## config.mk

```make
export PLATFORM = sky130hd
export DESIGN_NAME = pc_gen_ras
export DESIGN_NICKNAME = d
export VERILOG_FILES = /design/src/rtl/pc_gen_ras.sv
export SDC_FILE = /design/constraint.sdc
export NUM_CORES = 1
export LEC_CHECK = 0
export CORE_MARGIN = 5
export CORE_UTILIZATION = 55
export CTS_BUF_LIST = sky130_fd_sc_hd__clkbuf_2 sky130_fd_sc_hd__clkbuf_4 sky130_fd_sc_hd__clkbuf_8
export DETAILED_ROUTE_END_ITERATION = 10
export PLACE_DENSITY = 0.78
export SYNTH_ARGS = -nofsm -noshare
export SYNTH_HDL_FRONTEND = slang
export SYNTH_SLANG_ARGS = --single-unit
```

## constraint.sdc

```tcl
create_clock -name clk -period 13.4 [get_ports clk]
set_input_delay 3.35 -clock clk [delete_from_list [all_inputs] [get_ports clk]]
set_output_delay 3.35 -clock clk [all_outputs]
set_load 0.02 [all_outputs]
```

## src/rtl/pc_gen_ras.sv

```systemverilog
// Fetch PC generator: flush, stall, RAS return, predicted target, sequential.
// Owns a circular return-address stack pushed on predicted calls.
module pc_gen_ras #(
  parameter int XLEN = 32,
  parameter logic [XLEN-1:0] RESET_VEC = '0,
  parameter int PTGT_W = 16,
  parameter int INST_BYTES = 4,
  parameter int RAS_DEPTH = 4
) (
  input  logic                         clk,
  input  logic                         rst,
  input  logic                         IF_DONE,
  input  logic                         MEM_DONE,
  input  logic                         stall,
  input  logic                         flush,
  input  logic [XLEN-1:0]              fTarget,
  input  logic                         pTaken,
  input  logic [PTGT_W-1:0]            pTarget,
  input  logic                         pCall,
  input  logic                         pRet,
  output logic [XLEN-1:0]              pc,
  output logic [1:0]                   pc_src,
  output logic [$clog2(RAS_DEPTH):0]   ras_count
);

  localparam int PW = $clog2(RAS_DEPTH);
  localparam int CW = PW + 1;

  localparam logic [1:0] SRC_SEQ = 2'd0;
  localparam logic [1:0] SRC_PRD = 2'd1;
  localparam logic [1:0] SRC_RAS = 2'd2;
  localparam logic [1:0] SRC_FLS = 2'd3;

  logic [XLEN-1:0] ras [RAS_DEPTH];
  logic [PW-1:0]   top;

  logic            advance;
  logic [XLEN-1:0] seq_pc;
  logic            has_ras;
  logic [XLEN-1:0] pc_n;
  logic [1:0]      src_n;
  logic [CW-1:0]   cnt_n;
  logic [PW-1:0]   top_n;
  logic            push;

  assign advance = IF_DONE & MEM_DONE;
  assign seq_pc  = pc + XLEN'(INST_BYTES);
  assign has_ras = ras_count != '0;

  always_comb begin
    pc_n  = pc;
    src_n = pc_src;
    cnt_n = ras_count;
    top_n = top;
    push  = 1'b0;
    priority case (1'b1)
      flush: begin
        pc_n  = fTarget;
        src_n = SRC_FLS;
        cnt_n = '0;
        top_n = '0;
      end
      stall: ;
      pRet && has_ras: begin
        pc_n  = ras[top];
        src_n = SRC_RAS;
        cnt_n = ras_count - 1'b1;
        top_n = top - 1'b1;
      end
      pTaken: begin
        pc_n  = XLEN'(pTarget);
        src_n = SRC_PRD;
        // pRet here means an empty-stack return: never push
        if (pCall && !pRet) begin
          push  = 1'b1;
          top_n = top + 1'b1;
          if (ras_count != CW'(RAS_DEPTH))
            cnt_n = ras_count + 1'b1;
        end
      end
      default: begin
        pc_n  = seq_pc;
        src_n = SRC_SEQ;
      end
    endcase
  end

  always_ff @(posedge clk or posedge rst) begin
    if (rst) begin
      pc        <= RESET_VEC;
      pc_src    <= SRC_SEQ;
      ras_count <= '0;
      top       <= '0;
      for (int i = 0; i < RAS_DEPTH; i++)
        ras[i] <= '0;
    end else if (advance) begin
      pc        <= pc_n;
      pc_src    <= src_n;
      ras_count <= cnt_n;
      top       <= top_n;
      if (push)
        ras[top_n] <= seq_pc;
    end
  end

endmodule

```

==> summary.md <==
| Metric | Value |
|---|---|
| GRT Overall Usage | 0.270 |
| Syn Area/Cell | between 9 and 10 µm² |
| Routability Congestion | approximately 0.87 |
| DIE HEIGHT | between 100 and 150 µm |
| Sequential fraction of the synthesis area | 0.497 |
| Clock skew | 0.0130 ns |
| Adder-cell share of the synthesized area | 0.00298 |
| N_diodes | 0 |
| Clk root buf | clkbuf_8 |
| FF-to-FF setup slack | ~11 ns |
| R2R depth | 5 |
| Crit-path cells | clkdlybuf4s50_1 > buf_4 > nand4bb_1 > nor2_1 > nand3b_1 > buf_4 > nand2_1 > o21ai_0 |
| Fraction of registers with async set or reset after synthesis | 1.00 |
| CP arrival | approximately 6.5 ns |
| Skew-Pair Late Insertion Delay | 0.47 ns |
| FF+latch area | roughly 4200 µm² |
| Fin nets | roughly 990 |
| Setup crit start kind | input port |
| Area growth, synth to finish | 17.6% |
| Post-synth cell types | 55 |
| Area occupied by multi-input gates | approximately 3900 µm² |
| Final setup viols | 0 |
| Commonest cells after routing, fill and taps aside | 165 x dfrtp_1, 162 x nand2_1, 157 x o21ai_0 |
| Avg WL per Cell | about 21 µm |
| Final Max Slew Viols | 0 |
| GRT met1 Usage | 0.376 |
| Most used flip-flop cell after synthesis | dfrtp_1 |
| Final hold vios | 0 |
| CORE AREA | between 15000 and 20000 µm² |
| Sw Pwr | 451 µW |
| Synth Area in Simple Gates | 0.152 |
| Initial core utilization | 0.557 |
| Worst setup path endpoint | ras[55]$_DFFE_PP0P_ |
| Largest family of logic cells by synthesized area | compound AO/OA/AOI/OAI gates |
| Status | finished, final reports clean |
| Period minus WS final | between 6 and 7 ns |
| Part of the power in registers | 0.453 |
| Ports | between 90 and 100 |
| HP Start | ras[4]$_DFFE_PP0P_ |
| Fin Setup TNS | 0 ns |
| Static leakage | between 4 and 5 nW |
| Die Area | 17800 µm² |
| XOR/XNOR share of the synthesized area | 0.0292 |
| Fraction of power consumed by the clock network | 0.283 |
| Cell area after placement | about 9500 µm² |
| CP bufs+invs | 3 |
| WP data required | 13.74 ns |
| Number of fill cells in the layout | ~1.2k |
| Least-Margin Pin Slew | about 1.1 ns |
| GRT overflow | 0 |
| Worst Setup Path Type | in -> reg |
| Largest net degree at the start of global routing | 102 |
| Synth Register Bits | roughly 170 |
| Post-synth EDFFs | 0 |
| CP Max Fanout | 42 |
| Post-route DRC | 0 |
| Via count | between 7k and 8k |
| CP peak stage delay | between 0.7 and 0.8 ns |
| Post-Place Setup Slack | a little under 7 ns |
| CP max-delay cell | nand3b_1 |
| Multiplexer share of the synthesized area | 0.0961 |
| Sink Count | approximately 170 |
| WP depth | 8 |
| Grt met3 use | 0.0453 |
| Hold buffers post-CTS | 0 |
| Clock Path Buffers | 2 |
| DIE WIDTH | approximately 130 µm |
| GR peak layer | met2 |
| CP top delay family | simple AND/OR/NAND/NOR gates |
| DRT iter0 DRCs | 804 |
| Setup crit end kind | flip-flop |
| Max-slew headroom | 0.267 |
| Switching share of power | 0.331 |
| Max Clk Rate | approximately 160 MHz |
| Via density | roughly 6.3 |
| Power per cell area | between 100 and 150 nW/µm² |
| DPL Wire Length | 15400 µm |
| Most used cell, CP | buf_4 |
| Row count | between 40 and 50 |
| Critical Path Start | flush |
| TritonCTS clock tree | built |
| Internal power | slightly above 900 µW |
| Cells after Synth | 860 |
| Finished Cell Area | just under 10000 µm² |
| H-tree levels | 4 |
| RSZ-0062 raised after global routing | false |
| Ys Warns | 0 |
| Hold WC Path Type | reg -> reg |
| Global-route wire length before repair | approximately 38000 µm |
| Final Routed Wirelength | roughly 24000 µm |
| Comb pwr share | 0.264 |
| Layout cells sized above 1 | 0.109 |
| CTS resizes | 0 |
| Synth Area in Compound Gates | 0.186 |
| Period utilisation layout | 0.462 |
| Total of max-cap violations | 0 |
| Initial antenna violation count | 0 |
| Final ANT Viol Nets | 0 |
| Clock transition at path regs | roughly 0.080 ns |
| M2 GR Usage | 0.431 |
| Vias in the first global route | just under 7k |
| Num CTS Buffers | 17 |
| I/O Buffers | 93 |
| Worst vdd ir | roughly 0.10 mV |
| Crit Reg-Reg Endpoint | ras[62]$_DFFE_PP0P_ |
| Post-Syn Nets | ~920 |
| RR Startpoint | pc[11]$_DFFE_PP0P_ |
| Total setup buffers inserted after CTS | 0 |
| Total iterations of the first detailed-routing run | 5 |
| Setup WS post-layout | 7.21 ns |
| Mapped cell area | 8400 µm² |
| Worst hold slack | around 0.48 ns |
| Commonest non-fill, non-tap cell in the layout | dfrtp_1 |
worst reg2reg max path: cells and delay by family, from the launching register on:
family | cells | cell delay [ns]
AOI/OAI and AO/OA | 1 | 0.17
xor gates and xnor gates | 1 | 0.47
DFF | 1 | 0.53
and+or+nand+nor | 3 | 1.50
per-stage QoR:
stage                util  total power [mW]  std cells
finish              0.655              1.36       1127
global route        0.655              1.42       1127
CTS                 0.655              1.36       1127
detailed placement  0.627             0.981       1096
global placement    0.627             0.974       1096
floorplan               -             0.835        860
worst min path at each step:
stage	to	cells after the start
final	ras[4]$_DFFE_PP0P_	2
after global routing	ras[4]$_DFFE_PP0P_	2
after floorplan	ras[32]$_DFFE_PP0P_	2
after global placement	ras[13]$_DFFE_PP0P_	2
after detailed placement	ras[4]$_DFFE_PP0P_	2
after CTS	ras[4]$_DFFE_PP0P_	2
Yosys cell counts (all sizes together) (4+ instances only):
cell	instances	share of area
xnor2	15	0.016
mux2	5	0.0067
mux4	32	0.086
a32o	4	0.0048
xor2	13	0.014
o31ai	5	0.0051
o22ai	11	0.0082
clkbuf	44	0.020
a211oi	6	0.0054
a22oi	7	0.0063
a31oi	8	0.0060
nand2	162	0.072
o31a	8	0.0083
nand3	15	0.0095
a21o	8	0.0071
o21ai	158	0.094
and3	10	0.0077
buf	15	0.0092
a21oi	41	0.024
inv	15	0.0067
nor3	10	0.0060
or3	7	0.0052
nand4	13	0.011
nand2b	12	0.0089
nor2	33	0.015
dfrtp	167	0.50
power groups by stage:
stage / logic [mW] / registers (mW) / clock network [mW]
6_report: 0.359 / 0.616 / 0.385
2_1_floorplan: 0.208 / 0.627 / 0
3_5_place_dp: 0.357 / 0.624 / 0
5_1_grt: 0.389 / 0.623 / 0.409
4_1_cts: 0.358 / 0.614 / 0.387
3_3_place_gp: 0.352 / 0.622 / 0
kinds of logic after synthesis:
family	after synthesis
AOI/OAI and AO/OA	272
xor gates and xnor gates	28
adders and majority gates	2
buffers and inverters	74
DFF	167
muxes	40
and+or+nand+nor	277
registers in the layout, summed over array words and instances (netlist names):
register   cells
top            2
pc            32
ras_count      3
ras          128
pc_src         2
metal layers:
layer,up-vias,wire length (µm)
met2,289,11400
met3,58,1450
met5,-,0
met4,0,589
met1,3582,10200
li1,3223,-
final cells by class:
cell class / instances / area share
well taps: 188 / 0.0238
multi-input cells: 619 / 0.399
repair buffers: 107 / 0.105
inverters: 15 / 0.00621
clock buffers: 23 / 0.0308
clock inverters: 8 / 0.0122
flip-flops and latches: 167 / 0.423
Note: power is estimated with default switching activity, not from simulation.
